--- src/rtl/axi_settings_bridge_pkg.sv ---
// ---------------------------------------------------------------------------
// settings_bridge_pkg : shared state encodings and AXI response codes
// Revision: 1.0
// ---------------------------------------------------------------------------
`default_nettype none

package settings_bridge_pkg;

  typedef enum logic [1:0] {
    W_IDLE = 2'd0,
    W_STB  = 2'd1,
    W_RESP = 2'd2
  } wr_state_t;

  typedef enum logic [1:0] {
    R_IDLE   = 2'd0,
    R_SAMPLE = 2'd1,
    R_RESP   = 2'd2
  } rd_state_t;

  localparam logic [1:0] RESP_OKAY   = 2'b00;
  localparam logic [1:0] RESP_SLVERR = 2'b10;

endpackage

`default_nettype wire

--- src/rtl/axi_settings_bridge_if.sv ---
// ---------------------------------------------------------------------------
// axi_settings_bridge_if : AXI4-Lite slave channels plus the settings bus
// Revision: 1.0
// ---------------------------------------------------------------------------
`default_nettype none

interface axi_settings_bridge_if #(
  parameter int C_DATAWIDTH = 32,
  parameter int C_ADDRWIDTH = 32
);
  logic [C_ADDRWIDTH-1:0]   s_axi_awaddr;
  logic                     s_axi_awvalid;
  logic                     s_axi_awready;
  logic [C_DATAWIDTH-1:0]   s_axi_wdata;
  logic [C_DATAWIDTH/8-1:0] s_axi_wstrb;
  logic                     s_axi_wvalid;
  logic                     s_axi_wready;
  logic [1:0]               s_axi_bresp;
  logic                     s_axi_bvalid;
  logic                     s_axi_bready;

  logic [C_ADDRWIDTH-1:0]   s_axi_araddr;
  logic                     s_axi_arvalid;
  logic                     s_axi_arready;
  logic [C_DATAWIDTH-1:0]   s_axi_rdata;
  logic [1:0]               s_axi_rresp;
  logic                     s_axi_rvalid;
  logic                     s_axi_rready;

  logic [C_DATAWIDTH-1:0]   set_data;
  logic [C_ADDRWIDTH-1:0]   set_addr;
  logic                     set_stb;
  logic [C_ADDRWIDTH-1:0]   get_addr;
  logic [C_DATAWIDTH-1:0]   get_data;

  // Bridge side: AXI slave, settings-bus master
  modport slave (
    input  s_axi_awaddr, s_axi_awvalid, s_axi_wdata, s_axi_wstrb, s_axi_wvalid,
    input  s_axi_bready, s_axi_araddr, s_axi_arvalid, s_axi_rready, get_data,
    output s_axi_awready, s_axi_wready, s_axi_bresp, s_axi_bvalid,
    output s_axi_arready, s_axi_rdata, s_axi_rresp, s_axi_rvalid,
    output set_data, set_addr, set_stb, get_addr
  );

  modport master (
    output s_axi_awaddr, s_axi_awvalid, s_axi_wdata, s_axi_wstrb, s_axi_wvalid,
    output s_axi_bready, s_axi_araddr, s_axi_arvalid, s_axi_rready, get_data,
    input  s_axi_awready, s_axi_wready, s_axi_bresp, s_axi_bvalid,
    input  s_axi_arready, s_axi_rdata, s_axi_rresp, s_axi_rvalid,
    input  set_data, set_addr, set_stb, get_addr
  );
endinterface

`default_nettype wire

--- src/rtl/axi_settings_bridge.sv ---
// ---------------------------------------------------------------------------
// axi_settings_bridge : AXI4-Lite slave to one-cycle-strobe settings bus
// Optional macro SETTINGS_BRIDGE_STRB_CHECK_EN rejects partial-strobe writes.
// Revision: 1.0
// ---------------------------------------------------------------------------
`default_nettype none

module axi_settings_bridge
  import settings_bridge_pkg::*;
#(
  parameter int C_DATAWIDTH = 32,
  parameter int C_ADDRWIDTH = 32
) (
  input  wire logic           clk,
  input  wire logic           rst_n,
  axi_settings_bridge_if.slave bus
);

  wr_state_t wr_state, wr_state_nxt;
  rd_state_t rd_state, rd_state_nxt;

  logic                   aw_done, w_done, wr_err;
  logic [C_ADDRWIDTH-1:0] awaddr_q, set_addr_q, get_addr_q;
  logic [C_DATAWIDTH-1:0] wdata_q, set_data_q, rdata_q;
  logic                   aw_hs, w_hs, ar_hs, wr_go, strb_bad;

  // Readies are gated by rst_n so every output is low while reset is held
  assign bus.s_axi_awready = rst_n && (wr_state == W_IDLE) && !aw_done;
  assign bus.s_axi_wready  = rst_n && (wr_state == W_IDLE) && !w_done;
  assign bus.s_axi_arready = rst_n && (rd_state == R_IDLE);

  assign aw_hs = bus.s_axi_awvalid && bus.s_axi_awready;
  assign w_hs  = bus.s_axi_wvalid  && bus.s_axi_wready;
  assign ar_hs = bus.s_axi_arvalid && bus.s_axi_arready;
  assign wr_go = (wr_state == W_IDLE) && (aw_done || aw_hs) && (w_done || w_hs);

`ifdef SETTINGS_BRIDGE_STRB_CHECK_EN
  logic [C_DATAWIDTH/8-1:0] wstrb_q;
  logic [C_DATAWIDTH/8-1:0] wstrb_sel;

  assign wstrb_sel = w_hs ? bus.s_axi_wstrb : wstrb_q;
  assign strb_bad  = ~&wstrb_sel;

  always_ff @(posedge clk or negedge rst_n) begin
    if (!rst_n) begin
      wstrb_q <= '0;
    end else if (w_hs) begin
      wstrb_q <= bus.s_axi_wstrb;
    end
  end
`else
  logic wstrb_unused;
  assign wstrb_unused = ^bus.s_axi_wstrb;
  assign strb_bad     = 1'b0;
`endif

  // Write FSM
  always_ff @(posedge clk or negedge rst_n) begin
    if (!rst_n) begin
      wr_state   <= W_IDLE;
      aw_done    <= 1'b0;
      w_done     <= 1'b0;
      awaddr_q   <= '0;
      wdata_q    <= '0;
      set_addr_q <= '0;
      set_data_q <= '0;
      wr_err     <= 1'b0;
    end else begin
      wr_state <= wr_state_nxt;
      if (aw_hs) begin
        aw_done  <= 1'b1;
        awaddr_q <= bus.s_axi_awaddr;
      end
      if (w_hs) begin
        w_done  <= 1'b1;
        wdata_q <= bus.s_axi_wdata;
      end
      // Launch takes the live bus value when the last handshake is this cycle
      if (wr_go) begin
        aw_done    <= 1'b0;
        w_done     <= 1'b0;
        set_addr_q <= aw_hs ? bus.s_axi_awaddr : awaddr_q;
        set_data_q <= w_hs  ? bus.s_axi_wdata  : wdata_q;
        wr_err     <= strb_bad;
      end
    end
  end

  always_comb begin
    wr_state_nxt = wr_state;
    unique case (wr_state)
      W_IDLE:  if (wr_go) wr_state_nxt = W_STB;
      W_STB:   wr_state_nxt = W_RESP;
      W_RESP:  if (bus.s_axi_bready) wr_state_nxt = W_IDLE;
      default: wr_state_nxt = W_IDLE;
    endcase
  end

  assign bus.set_stb      = (wr_state == W_STB) && !wr_err;
  assign bus.set_addr     = set_addr_q;
  assign bus.set_data     = set_data_q;
  assign bus.s_axi_bvalid = (wr_state == W_RESP);
  assign bus.s_axi_bresp  = ((wr_state == W_RESP) && wr_err) ? RESP_SLVERR : RESP_OKAY;

  // Read FSM
  always_ff @(posedge clk or negedge rst_n) begin
    if (!rst_n) begin
      rd_state   <= R_IDLE;
      get_addr_q <= '0;
      rdata_q    <= '0;
    end else begin
      rd_state <= rd_state_nxt;
      if (ar_hs) begin
        get_addr_q <= bus.s_axi_araddr;
      end
      if (rd_state == R_SAMPLE) begin
        rdata_q <= bus.get_data;
      end
    end
  end

  always_comb begin
    rd_state_nxt = rd_state;
    unique case (rd_state)
      R_IDLE:   if (ar_hs) rd_state_nxt = R_SAMPLE;
      R_SAMPLE: rd_state_nxt = R_RESP;
      R_RESP:   if (bus.s_axi_rready) rd_state_nxt = R_IDLE;
      default:  rd_state_nxt = R_IDLE;
    endcase
  end

  assign bus.get_addr     = get_addr_q;
  assign bus.s_axi_rdata  = rdata_q;
  assign bus.s_axi_rvalid = (rd_state == R_RESP);
  assign bus.s_axi_rresp  = RESP_OKAY;

endmodule

`default_nettype wire
--- src/flat_wrapper.sv ---
// flat-port wrapper written by rule: the top's interface ports become plain ports
module axi_settings_bridge_flat import settings_bridge_pkg::*;
#(
  parameter int C_DATAWIDTH = 32,
  parameter int C_ADDRWIDTH = 32
)
  (clk, rst_n, bus_s_axi_awaddr, bus_s_axi_awvalid, bus_s_axi_wdata, bus_s_axi_wstrb, bus_s_axi_wvalid, bus_s_axi_bready, bus_s_axi_araddr, bus_s_axi_arvalid, bus_s_axi_rready, bus_get_data, bus_s_axi_awready, bus_s_axi_wready, bus_s_axi_bresp, bus_s_axi_bvalid, bus_s_axi_arready, bus_s_axi_rdata, bus_s_axi_rresp, bus_s_axi_rvalid, bus_set_data, bus_set_addr, bus_set_stb, bus_get_addr);
  axi_settings_bridge_if #(.C_DATAWIDTH(C_DATAWIDTH), .C_ADDRWIDTH(C_ADDRWIDTH)) bus_i ();
  input  wire logic clk;
  input  wire logic rst_n;
  input wire logic [$bits(bus_i.s_axi_awaddr)-1:0] bus_s_axi_awaddr;
  input wire logic [$bits(bus_i.s_axi_awvalid)-1:0] bus_s_axi_awvalid;
  input wire logic [$bits(bus_i.s_axi_wdata)-1:0] bus_s_axi_wdata;
  input wire logic [$bits(bus_i.s_axi_wstrb)-1:0] bus_s_axi_wstrb;
  input wire logic [$bits(bus_i.s_axi_wvalid)-1:0] bus_s_axi_wvalid;
  input wire logic [$bits(bus_i.s_axi_bready)-1:0] bus_s_axi_bready;
  input wire logic [$bits(bus_i.s_axi_araddr)-1:0] bus_s_axi_araddr;
  input wire logic [$bits(bus_i.s_axi_arvalid)-1:0] bus_s_axi_arvalid;
  input wire logic [$bits(bus_i.s_axi_rready)-1:0] bus_s_axi_rready;
  input wire logic [$bits(bus_i.get_data)-1:0] bus_get_data;
  output wire logic [$bits(bus_i.s_axi_awready)-1:0] bus_s_axi_awready;
  output wire logic [$bits(bus_i.s_axi_wready)-1:0] bus_s_axi_wready;
  output wire logic [$bits(bus_i.s_axi_bresp)-1:0] bus_s_axi_bresp;
  output wire logic [$bits(bus_i.s_axi_bvalid)-1:0] bus_s_axi_bvalid;
  output wire logic [$bits(bus_i.s_axi_arready)-1:0] bus_s_axi_arready;
  output wire logic [$bits(bus_i.s_axi_rdata)-1:0] bus_s_axi_rdata;
  output wire logic [$bits(bus_i.s_axi_rresp)-1:0] bus_s_axi_rresp;
  output wire logic [$bits(bus_i.s_axi_rvalid)-1:0] bus_s_axi_rvalid;
  output wire logic [$bits(bus_i.set_data)-1:0] bus_set_data;
  output wire logic [$bits(bus_i.set_addr)-1:0] bus_set_addr;
  output wire logic [$bits(bus_i.set_stb)-1:0] bus_set_stb;
  output wire logic [$bits(bus_i.get_addr)-1:0] bus_get_addr;
  assign bus_i.s_axi_awaddr = bus_s_axi_awaddr;
  assign bus_i.s_axi_awvalid = bus_s_axi_awvalid;
  assign bus_i.s_axi_wdata = bus_s_axi_wdata;
  assign bus_i.s_axi_wstrb = bus_s_axi_wstrb;
  assign bus_i.s_axi_wvalid = bus_s_axi_wvalid;
  assign bus_i.s_axi_bready = bus_s_axi_bready;
  assign bus_i.s_axi_araddr = bus_s_axi_araddr;
  assign bus_i.s_axi_arvalid = bus_s_axi_arvalid;
  assign bus_i.s_axi_rready = bus_s_axi_rready;
  assign bus_i.get_data = bus_get_data;
  assign bus_s_axi_awready = bus_i.s_axi_awready;
  assign bus_s_axi_wready = bus_i.s_axi_wready;
  assign bus_s_axi_bresp = bus_i.s_axi_bresp;
  assign bus_s_axi_bvalid = bus_i.s_axi_bvalid;
  assign bus_s_axi_arready = bus_i.s_axi_arready;
  assign bus_s_axi_rdata = bus_i.s_axi_rdata;
  assign bus_s_axi_rresp = bus_i.s_axi_rresp;
  assign bus_s_axi_rvalid = bus_i.s_axi_rvalid;
  assign bus_set_data = bus_i.set_data;
  assign bus_set_addr = bus_i.set_addr;
  assign bus_set_stb = bus_i.set_stb;
  assign bus_get_addr = bus_i.get_addr;
  axi_settings_bridge #(.C_DATAWIDTH(C_DATAWIDTH), .C_ADDRWIDTH(C_ADDRWIDTH)) u_core (.clk(clk), .rst_n(rst_n), .bus(bus_i));
endmodule
--- config.mk ---
export PLATFORM = sky130hd
export DESIGN_NAME = axi_settings_bridge_flat
export DESIGN_NICKNAME = d
export VERILOG_FILES = /design/src/rtl/axi_settings_bridge_pkg.sv /design/src/rtl/axi_settings_bridge_if.sv /design/src/rtl/axi_settings_bridge.sv /design/src/flat_wrapper.sv
export SDC_FILE = /design/constraint.sdc
export NUM_CORES = 1
export LEC_CHECK = 0
export CORE_MARGIN = 8
export CORE_UTILIZATION = 40
export DETAILED_ROUTE_END_ITERATION = 16
export PLACE_DENSITY = 0.72
export SYNTH_ARGS = -nofsm -noshare
export SYNTH_HDL_FRONTEND = slang
export SYNTH_SLANG_ARGS = --single-unit
--- constraint.sdc ---
create_clock -name clk -period 4.4 [get_ports clk]
set_clock_uncertainty 0.05 [all_clocks]
set_input_delay 0.66 -clock clk [delete_from_list [all_inputs] [get_ports clk]]
set_output_delay 0.66 -clock clk [all_outputs]
set_load 0.01 [all_outputs]
==> metrics.txt <==
outcome complete, no violations; Sw Ratio 31.6%; Setup Fix Bufs, Post-CTS 0; slew margin rel. 22.6%; Yosys cell types 29; Die ar. 25200 sq um; utilization after layout 57.9%; worst slew pin tran 1.16 ns; global-route wire length before repair 33100 microns; Crit. End Element output pin; RSZ-0062 raised after global routing no; via count 5437; WL final 21700 microns; largest net degree at the start of global routing 77; yosys synthesis warning count 0; # port buffers 268; Worst Path Arrival 1.92 ns; Sequential Power Share 38.9%; Remaining Overflow, GRT 0; Syn Area/Cell 14.7 sq um; Final Hold Vio Count 0; combinational fraction of design power 41.4%; Clock Latency Late Sink 0.42 ns; Pwr Density 669 nW/um^2; Initial DRC Count 245; Initial Utilization 40.5%; routed vias/inst 4.93; nets 959; LEAKAGE 4.93 nW; antenna viol nets, final 0; hold crit path type in2async; clock root buffer clkbuf_16; internal power 5.33 mW; vias in the first global route 5802; CP required 3.69 ns; FF+latch count, synth 198; final hold slack 0.0943 ns; DP Wirelength 15500 microns; clock power share 19.7%; worst vdd ir 0.000388 V; All-Layer GR Usage 17.0%; n_diodes 0; GP Congestion 0.738; CTS resizes 0; max-slew violation count 0; 1st-pass router iterations 4; Top FF cell, synth dfrtp_1; CP Launch Point u_core.wr_state[0]$_DFFE_PN0P_; P_sw 2.46 mW; minimum clock period 2.63 ns; I/O pin count 277; Crit Path Category reg2out; Die Width 159 microns; crit-path max FO 5; DRC 0; Mapped Area 8140 sq um; Hold Buf Count CTS 0; Max Cap Viol 0; CTS clk-pin slew, worst paths 0.07 ns; Synth area leaders dfrtp_1 (61%), mux2_2 (13%), mux2_4 (11%); ys async rst share 100%; clk buf depth 2; Core Box Area 20100 sq um; area grow syn2layout 43.0%; final design area excluding fillers 11600 sq um; Post-Place Cell Area 11100 sq um; initial antenna violation count 0; CTS tree done; number of flops mapped to enable cells by yosys 0; reg-to-reg critical path startpoint u_core.wr_state[0]$_DFFE_PN0P_; die height 159 microns; Num Clock Sinks 198; # setup viols final 0; post-route clock period utilization 59.7%; Synth top area share 60.9%; Setup TNS Final 0 ns; synthesized instance count 555; post-synthesis sequential area ratio 60.9%; FP Rows 52; CP Launch Type flip-flop; fillcell total 1612; pre-CTS setup slack 1.38 ns; setup ws final 1.77 ns; H-tree level count 4; Avg WL per Cell 19.6 microns; fmax 0.380 GHz; total CTS buffers 17; share of post-route cells with drive strength above 1 25.1%; largest area contributor in the netlist dfrtp_1
## cell type report
| cell class | count | area (sq um) | area share [%] |
|---|---|---|---|
| clock buffer | 18 | 439 | 3.77 |
| clock inverter | 14 | 153 | 1.31 |
| inverter | 5 | 18.8 | 0.161 |
| multi-input combinational | 315 | 2940 | 25.3 |
| sequential | 198 | 4950 | 42.6 |
| tap | 270 | 338 | 2.90 |
| timing repair buffer | 283 | 2800 | 24.0 |
## cells in the final DEF, fill, tap and decap left out, types with 3 or more instances in the layout
cell type,count
clkdlybuf4s50_1,267
dfrtp_1,198
mux2_2,93
mux2_4,60
a21oi_1,34
o21ai_0,33
or3_1,32
o22ai_1,32
clkbuf_16,17
buf_4,15
mux2_1,7
inv_1,4
conb_1,4
clkinv_4,4
inv_6,4
inv_8,3
clkinv_8,3
## cells in the mapped netlist, types with 2 or more instances
cell type  count
mux2_4        60
mux2_1         7
clkbuf_1      17
a21o_1         2
nor2b_1        2
buf_2          7
nand2b_1       2
buf_4         10
dfrtp_1      198
o21ai_0       33
buf_6          6
nor2_1         3
and2_1         2
o22ai_1       32
inv_1          4
or3_1         32
mux2_2        93
a21oi_1       34
## flip-flops by register name (all words and copies together) (netlist names)
register,cells
u_core.aw_done,1
u_core.bus.get_addr,32
u_core.wdata_q,32
u_core.bus.s_axi_rdata,32
u_core.w_done,1
u_core.rd_state,2
u_core.awaddr_q,32
u_core.bus.set_addr,32
u_core.bus.set_data,32
u_core.wr_state,2
## per-stage QoR
stage / total power [mW] / cells
after floorplan: 4.79 / 558
after global placement: 6.22 / 1071
after detailed placement: 6.31 / 1071
after CTS: 7.88 / 1103
after global routing: 8.24 / 1103
final: 7.79 / 1103
## path summary, 6_finish.rpt
kind,endpoint,slack [ns],cells after the start
worst max register to register,u_core.bus.set_data[29]$_DFFE_PN0P_,1.99,4
max in group asynchronous,u_core.bus.set_data[14]$_DFFE_PN0P_,2.35,3
min in group clk,u_core.awaddr_q[24]$_DFF_PN0_,0.44,1
worst max-delay path,bus_s_axi_wready,1.77,4
worst min register to register,u_core.awaddr_q[24]$_DFF_PN0_,0.44,1
worst min-delay path,u_core.bus.get_addr[4]$_DFFE_PN0P_,0.09,1
## power groups by stage
stage	logic, mW	clock network [mW]	registers (mW)
finish	3.23	1.53	3.03
global route	3.46	1.65	3.13
CTS	3.28	1.58	3.03
detailed placement	3.28	0	3.04
global placement	3.20	0	3.03
floorplan	1.61	0	3.19
## critical path, stage by stage (launching register included)
cell	delay (ns)
dfrtp_1	0.45
nor2_4	0.22
nand2_1	0.09
nor2_1	0.17
clkdlybuf4s50_1	0.57
## metal layers
| layer | part of all wire, % | vias to the layer above | wire, microns | track usage [%] |
|---|---|---|---|---|
| met5 | 0 | - | 0 | 0 |
| met4 | 2.3 | 0 | 507 | 6.06 |
| met3 | 6.6 | 25 | 1430 | 4.26 |
| met2 | 50 | 187 | 10800 | 27.4 |
| met1 | 41 | 2699 | 8910 | 21.9 |
| li1 | - | 2526 | - | - |
## logic make-up after synthesis
kind of cell,share of synthesized area (%)
AOI/OAI and AO/OA,6.92
DFF,60.9
muxes,24.9
and+or+nand+nor,4.09
other,0.0461
buffers and inverters,3.20
Power figures use the tool's default switching activity.
